File: src/rtl/uart_rx_if.sv
// Register bus between a host and the uart_rx slave.
// Single-cycle accesses: i_cyc qualifies each access, i_we selects write or read, o_dat returns read data.
interface uart_rx_if;
    logic       i_addr;
    logic [7:0] i_dat;
    logic [7:0] o_dat;
    logic       i_we;
    logic       i_cyc;

    modport slave  (input  i_addr, i_dat, i_we, i_cyc, output o_dat);
    modport master (output i_addr, i_dat, i_we, i_cyc, input  o_dat);
endinterface

File: src/rtl/uart_rx.sv
// 8N1 UART receiver with a DATA/STATUS register slave and a per-frame interrupt pulse.
// Define UART_RX_MAJORITY_EN to make each bit decision a 2-of-3 majority vote around mid-bit.
module uart_rx #(
    parameter int SYS_CLK  = 50_000_000,
    parameter int BAUDRATE = 115200
) (
    input  logic         i_clk,
    input  logic         i_reset,
    uart_rx_if.slave     bus,
    input  logic         rx,
    output logic         o_int
);
    localparam int TICK = SYS_CLK / BAUDRATE;
    localparam int HALF = TICK / 2;
`ifdef UART_RX_MAJORITY_EN
    localparam int LAG = 1;
`else
    localparam int LAG = 0;
`endif
    // Voting delays each decision by LAG cycles; reloading the counter with LAG keeps later bits on the start-edge grid.
    localparam logic [15:0] START_AT   = 16'(HALF - 1 + LAG);
    localparam logic [15:0] BIT_AT     = 16'(TICK - 1 + LAG);
    localparam logic [15:0] CNT_RELOAD = 16'(LAG);

    localparam logic [2:0] S_IDLE  = 3'd0;
    localparam logic [2:0] S_START = 3'd1;
    localparam logic [2:0] S_DATA  = 3'd2;
    localparam logic [2:0] S_STOP  = 3'd3;
    localparam logic [2:0] S_BREAK = 3'd4;

    logic        rx_m, rx_s;
    logic [2:0]  state;
    logic [15:0] cnt;
    logic [2:0]  bit_idx;
    logic [7:0]  shift, rx_data;
    logic        ready, overrun, ferr;
    logic        bit_val, start_hit, bit_hit, commit, frame_err, rd_data, wr_stat, active;
    logic        unused_dat_bits;

    always_ff @(posedge i_clk or posedge i_reset) begin
        if (i_reset) begin
            rx_m <= 1'b1;
            rx_s <= 1'b1;
        end else begin
            rx_m <= rx;
            rx_s <= rx_m;
        end
    end

`ifdef UART_RX_MAJORITY_EN
    logic rx_d1, rx_d2;

    function automatic logic maj3(input logic a, input logic b, input logic c);
        return (a & b) | (a & c) | (b & c);
    endfunction

    always_ff @(posedge i_clk or posedge i_reset) begin
        if (i_reset) begin
            rx_d1 <= 1'b1;
            rx_d2 <= 1'b1;
        end else begin
            rx_d1 <= rx_s;
            rx_d2 <= rx_d1;
        end
    end

    assign bit_val = maj3(rx_s, rx_d1, rx_d2);
`else
    assign bit_val = rx_s;
`endif

    assign start_hit = (state == S_START) && (cnt == START_AT);
    assign bit_hit   = ((state == S_DATA) || (state == S_STOP)) && (cnt == BIT_AT);
    assign commit    = (state == S_STOP) && bit_hit && bit_val;
    assign frame_err = (state == S_STOP) && bit_hit && !bit_val;
    assign rd_data   = bus.i_cyc && !bus.i_we && !bus.i_addr;
    assign wr_stat   = bus.i_cyc && bus.i_we && bus.i_addr;
    assign active    = (state != S_IDLE);
    assign unused_dat_bits = ^{bus.i_dat[7:3], bus.i_dat[0]};

    always_ff @(posedge i_clk or posedge i_reset) begin
        if (i_reset) begin
            state   <= S_IDLE;
            cnt     <= '0;
            bit_idx <= '0;
            shift   <= '0;
        end else begin
            case (state)
                S_IDLE: begin
                    cnt <= '0;
                    if (!rx_s) state <= S_START;
                end
                S_START: begin
                    if (start_hit) begin
                        if (!bit_val) begin
                            state   <= S_DATA;
                            cnt     <= CNT_RELOAD;
                            bit_idx <= '0;
                        end else begin
                            state <= S_IDLE;
                            cnt   <= '0;
                        end
                    end else begin
                        cnt <= cnt + 16'd1;
                    end
                end
                S_DATA: begin
                    if (bit_hit) begin
                        shift[bit_idx] <= bit_val;
                        cnt            <= CNT_RELOAD;
                        if (bit_idx == 3'd7) state <= S_STOP;
                        else                 bit_idx <= bit_idx + 3'd1;
                    end else begin
                        cnt <= cnt + 16'd1;
                    end
                end
                S_STOP: begin
                    if (bit_hit) begin
                        state <= bit_val ? S_IDLE : S_BREAK;
                        cnt   <= '0;
                    end else begin
                        cnt <= cnt + 16'd1;
                    end
                end
                S_BREAK: begin
                    // Hold here while the line stays low so a break cannot start a new frame.
                    cnt <= '0;
                    if (rx_s) state <= S_IDLE;
                end
                default: begin
                    state <= S_IDLE;
                    cnt   <= '0;
                end
            endcase
        end
    end

    always_ff @(posedge i_clk or posedge i_reset) begin
        if (i_reset) begin
            rx_data <= '0;
            ready   <= 1'b0;
            overrun <= 1'b0;
            ferr    <= 1'b0;
            o_int   <= 1'b0;
        end else begin
            o_int <= commit | frame_err;
            // A commit beats a same-cycle DATA read; that read consumed the old byte, so no overrun.
            if (commit) begin
                rx_data <= shift;
                ready   <= 1'b1;
                overrun <= ready & ~rd_data;
            end else if (rd_data) begin
                ready   <= 1'b0;
                overrun <= 1'b0;
            end else if (wr_stat && bus.i_dat[1]) begin
                overrun <= 1'b0;
            end
            if (frame_err)                    ferr <= 1'b1;
            else if (wr_stat && bus.i_dat[2]) ferr <= 1'b0;
        end
    end

    assign bus.o_dat = bus.i_addr ? {4'b0000, active, ferr, overrun, ready} : rx_data;
endmodule
File: src/flat_wrapper.sv
// flat-port wrapper written by rule: the top's interface ports become plain ports
module uart_rx_flat 
#(
    parameter int SYS_CLK  = 50_000_000,
    parameter int BAUDRATE = 115200
)
  (i_clk, i_reset, rx, o_int, bus_i_addr, bus_i_dat, bus_i_we, bus_i_cyc, bus_o_dat);
  uart_rx_if bus_i ();
  input  logic i_clk;
  input  logic i_reset;
  input  logic rx;
  output logic o_int;
  input wire logic [$bits(bus_i.i_addr)-1:0] bus_i_addr;
  input wire logic [$bits(bus_i.i_dat)-1:0] bus_i_dat;
  input wire logic [$bits(bus_i.i_we)-1:0] bus_i_we;
  input wire logic [$bits(bus_i.i_cyc)-1:0] bus_i_cyc;
  output wire logic [$bits(bus_i.o_dat)-1:0] bus_o_dat;
  assign bus_i.i_addr = bus_i_addr;
  assign bus_i.i_dat = bus_i_dat;
  assign bus_i.i_we = bus_i_we;
  assign bus_i.i_cyc = bus_i_cyc;
  assign bus_o_dat = bus_i.o_dat;
  uart_rx #(.SYS_CLK(SYS_CLK), .BAUDRATE(BAUDRATE)) u_core (.i_clk(i_clk), .i_reset(i_reset), .bus(bus_i), .rx(rx), .o_int(o_int));
endmodule
File: config.mk
export PLATFORM = sky130hd
export DESIGN_NAME = uart_rx_flat
export DESIGN_NICKNAME = d
export VERILOG_FILES = /design/src/rtl/uart_rx_if.sv /design/src/rtl/uart_rx.sv /design/src/flat_wrapper.sv
export SDC_FILE = /design/constraint.sdc
export NUM_CORES = 1
export LEC_CHECK = 0
export CAP_MARGIN = 40
export CORE_UTILIZATION = 40
export DETAILED_ROUTE_END_ITERATION = 16
export HOLD_SLACK_MARGIN = 0.06
export PLACE_DENSITY = 0.64
export SLEW_MARGIN = 10
export SYNTH_ARGS = -nofsm -noshare
export SYNTH_HDL_FRONTEND = slang
export SYNTH_SLANG_ARGS = --single-unit
export TNS_END_PERCENT = 30
File: constraint.sdc
create_clock -name i_clk -period 2.8 [get_ports i_clk]
set_input_delay 0.56 -clock i_clk [delete_from_list [all_inputs] [get_ports i_clk]]
set_output_delay 0.56 -clock i_clk [all_outputs]
set_load 0.1 [all_outputs]
==> impl_metrics.py <==
metrics = {
    "status": {
        "status": "completed",
    },
    "sta": {
        "fmax_mhz": 405,
        "finalHoldViolCount": 0,
        "slew_violations": 0,
        "setup_tns_ns": 0,
        "slew_headroom_pct": 58.7,
        "setup-violations-final": 0,
        "holdWs_ns": 0.359,
        "tightestPinTransition_ns": 0.616,
        "post-route-min-period_ns": 2.47,
        "final.setup_skew_ns": 0.00648,
        "fin_crit_sh_pct": 88.2,
        "worst_slack_ns": 0.329,
        "rsz0062_at_grt": "false",
    },
    "critical_path": {
        "arrival_ns": 1.91,
        "cp_max_fo": 12,
        "end_kind": "output pin",
        "crit_path_start_kind": "input pin",
        "crit_chain": "clkdlybuf4s50_1 -> mux2_2 -> buf_12",
        "required_ns": 2.24,
        "path_class": "in -> out",
        "max_stage_delay_ns": 0.76,
        "slowest_stage": "clkdlybuf4s50_1",
    },
    "detailed_routing": {
        "vias": 1607,
        "wirelength_mm": 4.27,
        "wl_per_cell_microns": 14.1,
        "drc": 0,
        "vias_per_cell": 5.30,
        "first_iter_violations": 95,
        "ant_nets": 0,
        "drt_pass1_iterations": 4,
    },
    "grt": {
        "grt_max_degree": 19,
        "grt_pass1_vias": 1555,
        "grt_overflow_total": 0,
        "track_usage_pct": 15.8,
        "grt_first_pass_wirelength_mm": 7.50,
        "grt_antenna_before_repair": 0,
    },
    "cts": {
        "cts_resized": 0,
        "clk_pin_slew_ns": 0.08,
        "clock_latency_ns": 0.30,
        "postCtsHoldBufs": 0,
        "cts_buffer_depth": 2,
        "postCtsSetupBuffers": 0,
        "cts_max_level": 2,
        "cts_root_buffer": "clkbuf_8",
        "cts_buffers": 5,
        "cts_tree": "built",
        "clock-sinks": 44,
    },
    "synth": {
        "yosys_warnings": 0,
        "synth-seq-cells": 44,
        "netlist_area_sq_mm": 0.00231,
        "ys.flop_type": "dfrtp_1",
        "synth_edf_count": 0,
        "avgSynthCellArea_sq_um": 10.9,
        "synth.distinct_cells": 46,
        "synth_fp_nets": 230,
        "ys_seq_area_share_pct": 47.8,
        "synthArstFlopShare_pct": 100,
        "syn-instance-count": 211,
    },
    "floorplan": {
        "pin_count": 23,
        "die_w_microns": 77.9,
        "dieArea_sq_mm": 0.00608,
        "start_util_pct": 41.6,
        "std_cell_rows": 27,
        "die_y_microns": 77.9,
        "core_sq_mm": 0.00554,
    },
    "place": {
        "numPortBuffers": 16,
        "hpwl_mm": 3.11,
        "gp_congestion": 0.803,
        "pre_cts_slack_ns": 0.317,
    },
    "layout": {
        "antenna_cells": 0,
        "area.sequential_sq_mm": 0.00110,
        "drive_above_1_share_pct": 21.6,
        "layout.nets": 249,
        "multi_input_area_sq_mm": 0.00110,
        "fill_cells": 522,
        "syn2layout_area_growth_pct": 17.7,
    },
    "pwr": {
        "vdd_drop_max_mv": 0.248,
        "power.density_mw_per_mm2": 411,
        "p_leak_nw": 1.13,
    },
    "flow_run": {
        "drv_cap": 0,
    },
    "worst_hold_path": {
        "hold_path_class": "reg -> reg",
    },
}
==> report_power, final <==
part	total (mW)	switching [mW]	leakage (nW)	internal, mW
clock network	0.425	0.226	0.0434	0.200
registers	0.642	0.00396	0.593	0.638
logic	0.0484	0.0291	0.491	0.0193
==> flip-flops by register name (all words and copies together) (netlist names) <==
register / flops
u_core.rx_m: 1
u_core.rx_data: 8
u_core.ready: 1
u_core.bit_val: 1
u_core.state: 3
u_core.overrun: 1
u_core.cnt: 16
u_core.shift: 8
u_core.bit_idx: 3
u_core.o_int: 1
u_core.ferr: 1
==> placed cells by master, fill, tap and decap left out, types with 3 or more instances in the layout <==
master,n
nor2_1,19
mux2_2,14
a21oi_1,4
clkbuf_8,6
inv_1,14
o22ai_1,3
ha_1,5
xor2_1,4
nand2_1,9
nor4_1,9
nand4_1,9
nor3_1,8
nor2b_1,5
nand3_1,8
buf_4,5
dfrtp_1,42
o21ai_0,3
xnor2_1,10
mux2_1,5
clkdlybuf4s50_1,7
buf_12,8
==> layer usage <==
layer  vias up  part of all wire, %  GRT usage [%]
li1        802                    -              -
met1       770                   49           22.0
met2        28                   45           24.3
met3         7                  4.1           3.18
met4         0                  1.5           5.56
met5         -                    0              0
==> Yosys cell counts, types with 3 or more instances <==
cell      count  area (sq um)
nor2b_1       5          31.3
mux2_2       14           158
nand3_1       8          40.0
dfrtp_1      42          1050
o22ai_1       3          18.8
nor2_1       19          71.3
inv_1        15          56.3
xor2_1        4          35.0
nand4_1       9          56.3
nor3_1        8          40.0
nand2_1       9          33.8
xnor2_1      10          87.6
o21ai_0       3          15.0
nor4_1        9          56.3
a21oi_1       5          25.0
clkbuf_1      3          11.3
ha_1          5          62.6
mux2_1        5          56.3
==> critical path, delay by kind of cell <==
family	cells	cell delay, ns
buffers and inverters	2	0.93
multiplexers	1	0.42
==> metrics by stage <==
stage | cells | utilization (%) | power (mW) | instance area [sq um]
global placement | 295 | 47.2 | 0.704 | 2620
global route | 303 | 49.0 | 1.17 | 2720
finish | 303 | 49.0 | 1.12 | 2720
detailed placement | 295 | 47.2 | 0.705 | 2620
floorplan | 211 | - | 0.679 | 2310
CTS | 303 | 49.0 | 1.13 | 2720
==> cell families after synthesis <==
family          count (synthesis)  share of synthesized area, %
buf+inv                        23                          4.66
mux                            20                          9.71
xor+xnor                       14                          5.31
simple gates                   91                          25.7
compound gates                 14                          4.07
fa+ha+maj                       5                          2.71
flops                          44                          47.8
==> path summary, 6_finish.rpt <==
| check | end | from | depth (start not counted) | slack (ns) |
|---|---|---|---|---|
| min in group asynchronous | u_core.shift[3]$_DFFE_PP0P_ | i_reset | 2 | 0.56 |
| max in group asynchronous | u_core.ferr$_DFFE_PP0P_ | i_reset | 3 | 1.72 |
| worst max register to register | u_core.shift[2]$_DFFE_PP0P_ | u_core.cnt[10]$_DFF_PP0_ | 4 | 0.64 |
| worst min-delay path | u_core.bit_val$_DFF_PP1_ | u_core.rx_m$_DFF_PP1_ | 0 | 0.36 |
| worst max-delay path | bus_o_dat[2] | bus_i_addr | 3 | 0.33 |
| worst min register to register | u_core.bit_val$_DFF_PP1_ | u_core.rx_m$_DFF_PP1_ | 0 | 0.36 |
==> cell type report <==
class	count	area share, %
flip-flops and latches	44	40.6
clock buffers	6	3.04
clock inverters	2	0.553
inverters	15	2.07
well taps	72	3.32
multi-input cells	144	40.5
repair buffers	20	9.86
Note: power is estimated with default switching activity, not from simulation.
==> edit 1 (same settings) <==
The option `UART_RX_MAJORITY_EN` is turned on by a define.
--- a/src/rtl/uart_rx.sv
+++ b/src/rtl/uart_rx.sv
@@ -2,2 +2,4 @@
 // Define UART_RX_MAJORITY_EN to make each bit decision a 2-of-3 majority vote around mid-bit.
+`define UART_RX_MAJORITY_EN
+
 module uart_rx #(
Formal check against the unedited RTL: same outputs for any inputs over 10 cycles, from zero or initial values and one cycle with i_reset high; that may be too few to reach the edited logic, so the function may still have changed.
==> edit 1 against the unedited design <==
Clock power decreased by 7.1%; sequential cell count increased by 2; cell area increased by 0.41%; wire length decreased by 3.9%; combinational power increased by 15%; clock skew decreased by 1.5 ps; total power increased by 0.58%; worst setup slack got worse by 18 ps; first-iteration DRC count increased by 25%; global-route usage decreased by 0.23 points; die area increased by 0.22%; synthesized area increased by 0.22%; synthesized cell count increased by 0.95%; largest power group unchanged.
==> edit 1: results <==
metrics = {
    "run_status": {
        "status": "completed",
    },
    "drt": {
        "drt_pass1_iterations": 4,
        "drt_iter0_markers": 119,
        "wl_met3_um": 86,
        "route.met2.wl_mm": 1.859,
        "drt_wl_total_mm": 4.105,
        "drt-met1-wl_mm": 2.101,
        "viasPerCell": 5.359,
        "topRoutingLayerUsed": "met4",
    },
    "grt": {
        "gr-usage-met2_pct": 23.01,
        "overflow": 0,
        "grt_use_total_pct": 15.56,
        "grt_util_met1_pct": 22.75,
        "grt_max_degree": 22,
        "met3_usage_pct": 2.209,
        "grt_pass1_wl_mm": 7.521,
        "antenna_found_initial": 0,
        "grt_pass1_vias": 1597,
    },
    "cells_and_area": {
        "nets": 250,
        "fillCellCount": 519,
        "fin_cells": 304,
        "num_antenna_cells": 0,
        "drive_above_1_share_pct": 21.98,
        "reg_top3": "u_core.cnt: 16 flops, u_core.rx_data: 8 flops, u_core.shift: 8 flops",
    },
    "synthesis": {
        "syn_avg_cell_area_um2": 10.86,
        "synth_top_cells_by_count": "dfrtp_1, mux2_2, nor2_1",
        "ys_seq_area_share_pct": 50.00,
        "yosys_most_used_dff": "dfrtp_1",
        "yosysWarnings": 0,
        "synth_cell_type_count": 44,
        "synth_fp_nets": 232,
        "synth_area_leaders": "dfrtp_1, mux2_2, dfstp_2, nand4_1, nor2_1",
        "async_flop_share_pct": 100.0,
    },
    "critical_path": {
        "cpMaxStageDelayCell": "clkdlybuf4s50_1",
        "path_delay_family": "buffers and inverters",
        "worst_ep_arrival_time_ps": 1930,
    },
    "hold_path": {
        "hold_path.class": "reg -> reg",
    },
    "clocking": {
        "cts_buffers": 5,
        "insertion_delay_ps": 290,
        "htreeDepth": 2,
        "cts_root_buf": "clkbuf_8",
        "cts_resized": 0,
    },
    "sta": {
        "fin_skew_ps": 4.946,
        "max_slew_margin_pct": 62.69,
    },
    "placement": {
        "dp_hpwl_mm": 3.007,
        "dpl-instance-area_um2": 2640,
        "post-place-ws_ps": 314.1,
        "globalplace.congestion": 0.7819,
    },
    "pwr": {
        "ir_drop_v": 0.0001611,
        "power.leakage_nw": 1.203,
    },
}
[edit 1: changes by cell type after synthesis, sizes merged, moves of 5 or more]
cell   delta
nor3      -6
xnor2     -7
inv       -8
nor4      -5
[edit 1: layout make-up]
type	instances	area [um^2]	share of cell area, %
multi-input combinational	150	1092	40.06
sequential	46	1156	42.40
inverter	7	26.28	0.9637
clock inverter	2	13.76	0.5048
timing repair buffer	21	275.3	10.10
tap	72	90.09	3.304
clock buffer	6	72.57	2.662
[edit 1: cells by family after synthesis]
logic type / count (synthesis) / share of synthesized area, %
XOR/XNOR: 10 / 3.788
adder cells (fa/ha/maj): 6 / 3.139
flip-flops: 46 / 50.00
multiplexers: 19 / 9.253
AND/OR/NAND/NOR: 88 / 23.11
AO/OA/AOI/OAI: 27 / 7.793
buffers and inverters: 17 / 2.922
[edit 1: worst paths after layout]
check,start,to,slack (ps),depth (start not counted)
max in group asynchronous,i_reset,u_core.rx_d2$_DFF_PP1_,1660,3
hold / removal,u_core.rx_m$_DFF_PP1_,u_core.rx_s$_DFF_PP1_,360,0
setup reg to reg,u_core.cnt[0]$_DFF_PP0_,u_core.rx_data[4]$_DFFE_PP0P_,390,6
hold reg to reg,u_core.rx_m$_DFF_PP1_,u_core.rx_s$_DFF_PP1_,360,0
min in group asynchronous,i_reset,u_core.cnt[14]$_DFF_PP0_,530,2
setup / recovery,bus_i_addr,bus_o_dat[2],310,3
[edit 1: power by group]
| part | switching, mW | internal [mW] |
|---|---|---|
| combinational | 0.0344 | 0.0211 |
| clock | 0.219 | 0.176 |
| sequential | 0.00212 | 0.670 |
| total | 0.255 | 0.867 |
==> edit 2 (same flow settings) <==
Made on the original files. Register the input `rx` before use. The logic sees it one clock later. The other inputs are not delayed to match.
--- a/src/rtl/uart_rx.sv
+++ b/src/rtl/uart_rx.sv
@@ -30,2 +30,8 @@
 
+    logic rx_q;
+
+    always_ff @(posedge i_clk) begin
+        rx_q <= rx;
+    end
+
     logic        rx_m, rx_s;
@@ -44,3 +50,3 @@
         end else begin
-            rx_m <= rx;
+            rx_m <= rx_q;
             rx_s <= rx_m;
Function: changed (Yosys sat finds a counterexample within 4 cycles, from zero or initial values and one cycle with i_reset high).
==> edit 2 against the unedited design <==
Via count down 4.7%; worst setup slack got worse by 35 ps; combinational power up 3%; wire length fell by 12%; critical path depth grew 1; synthesized area down 4.6%; count of clock-buffer cells in the layout unchanged; cell count decreased by 4.3%; register-to-register slack lost 350 ps; clock skew is essentially flat; total power shrank 1.7%; sequential cell count is 1 higher; cell area fell by 3.2%; synthesized cell count is 6.2% lower; highest routed layer unchanged.
==> edit 2: results <==
metrics = {
    "run_status": {
        "status": "completed",
    },
    "critical_path": {
        "crit_path_max_fanout": 7,
        "cp_slowest_stage_delay_ps": 590,
        "cpMaxStageDelayCell": "or4_4",
    },
    "synthesis": {
        "yosysWarnings": 0,
        "synth_top_cells_by_count": "dfrtp_1, mux2_2, nor2_1",
        "async_flop_share_pct": 97.78,
        "ys_seq_area_share_pct": 51.02,
        "synthesis.instances": 198,
        "synth_cell_type_count": 41,
        "synth_fp_nets": 217,
        "synth_area_leaders": "dfrtp_1, mux2_2, xor2_1, nor2_1, ha_1",
    },
    "placement": {
        "globalplace.congestion": 0.7930,
        "place_inst": 282,
        "dp_hpwl_mm": 2.597,
    },
    "grt": {
        "grt_use_total_pct": 14.89,
        "grt_max_degree": 44,
        "grt_pass1_wl_mm": 6.831,
        "grt_pass1_vias": 1460,
    },
    "pwr": {
        "power.leakage_nw": 1.165,
        "ir_drop_v": 0.0002740,
    },
    "cells_and_area": {
        "fin_cells": 290,
        "nets": 238,
        "drive_above_1_share_pct": 24.09,
        "fillCellCount": 482,
    },
    "sta": {
        "max_slew_margin_pct": 65.81,
        "fin_skew_ps": 5.986,
    },
    "clocking": {
        "post_cts_buffers": 0,
        "cts.path.max_buffers": 2,
        "cts_root_buf": "clkbuf_8",
    },
    "drt": {
        "drt_iter0_markers": 61,
        "drt_wl_total_mm": 3.777,
        "viasPerCell": 5.279,
    },
}
[edit 2: power by group]
part | switching (mW) | internal (mW)
sequential | 0.00315 | 0.653
clock | 0.215 | 0.176
combinational | 0.0297 | 0.0200
total | 0.248 | 0.849
[edit 2: critical path, delay by kind of cell (launching register included)]
| family | cells | cell delay [ps] |
|---|---|---|
| flops | 1 | 440 |
| mux | 1 | 300 |
| simple gates | 3 | 1660 |
[edit 2: final cells by class]
type                       count  area, um^2  area share, %
clock buffer                   6       72.57          2.762
tap                           70       87.58          3.333
inverter                       7       26.28          1.000
sequential                    45        1124          42.76
clock inverter                 2       15.01         0.5714
timing repair buffer          22       295.3          11.24
multi-input combinational    138        1007          38.33
[edit 2: worst paths after layout]
kind	start	end	slack [ps]	cells after the start
setup / recovery	u_core.cnt[10]$_DFF_PP0_	u_core.shift[5]$_DFFE_PP0P_	290	4
hold / removal	u_core.rx_q$_DFF_P_	u_core.rx_m$_DFF_PP1_	300	0
setup reg to reg	u_core.cnt[10]$_DFF_PP0_	u_core.shift[5]$_DFFE_PP0P_	290	4
hold reg to reg	u_core.rx_q$_DFF_P_	u_core.rx_m$_DFF_PP1_	300	0
max in group asynchronous	i_reset	u_core.bit_val$_DFF_PP1_	1900	3
min in group asynchronous	i_reset	u_core.o_int$_DFF_PP0_	430	2
[edit 2: cells by family (layout without fill, tap and decap cells)]
group / after synthesis / after routing / synth area share, %
XOR/XNOR: 11 / 11 / 4.375
multiplexers: 22 / 22 / 11.36
adder cells (fa/ha/maj): 5 / 5 / 2.841
buffers and inverters: 15 / 37 / 3.523
AO/OA/AOI/OAI: 18 / 18 / 5.228
flip-flops: 45 / 45 / 51.02
AND/OR/NAND/NOR: 82 / 82 / 21.65
[edit 2: layer usage]
metal	up-vias	GRT usage [%]	part of all wire (%)
li1	753	-	-
met3	2	4.192	4.4
met5	-	0	0
met2	30	21.09	45
met4	0	5.769	0.71
met1	746	21.47	50
[edit 2: metrics by stage]
stage | total power, mW | hold slack [ps] | instance area, um^2 | setup WS (ps)
after global routing | 1.153 | 303.1 | 2628 | 232.8
after CTS | 1.117 | 301.7 | 2628 | 290.1
after global placement | 0.7205 | 285.4 | 2540 | 297.5
final | 1.097 | 300.1 | 2628 | 294.5
after detailed placement | 0.7206 | 289.6 | 2540 | 302.3
after floorplan | 0.6940 | 283.9 | 2208 | 120.0
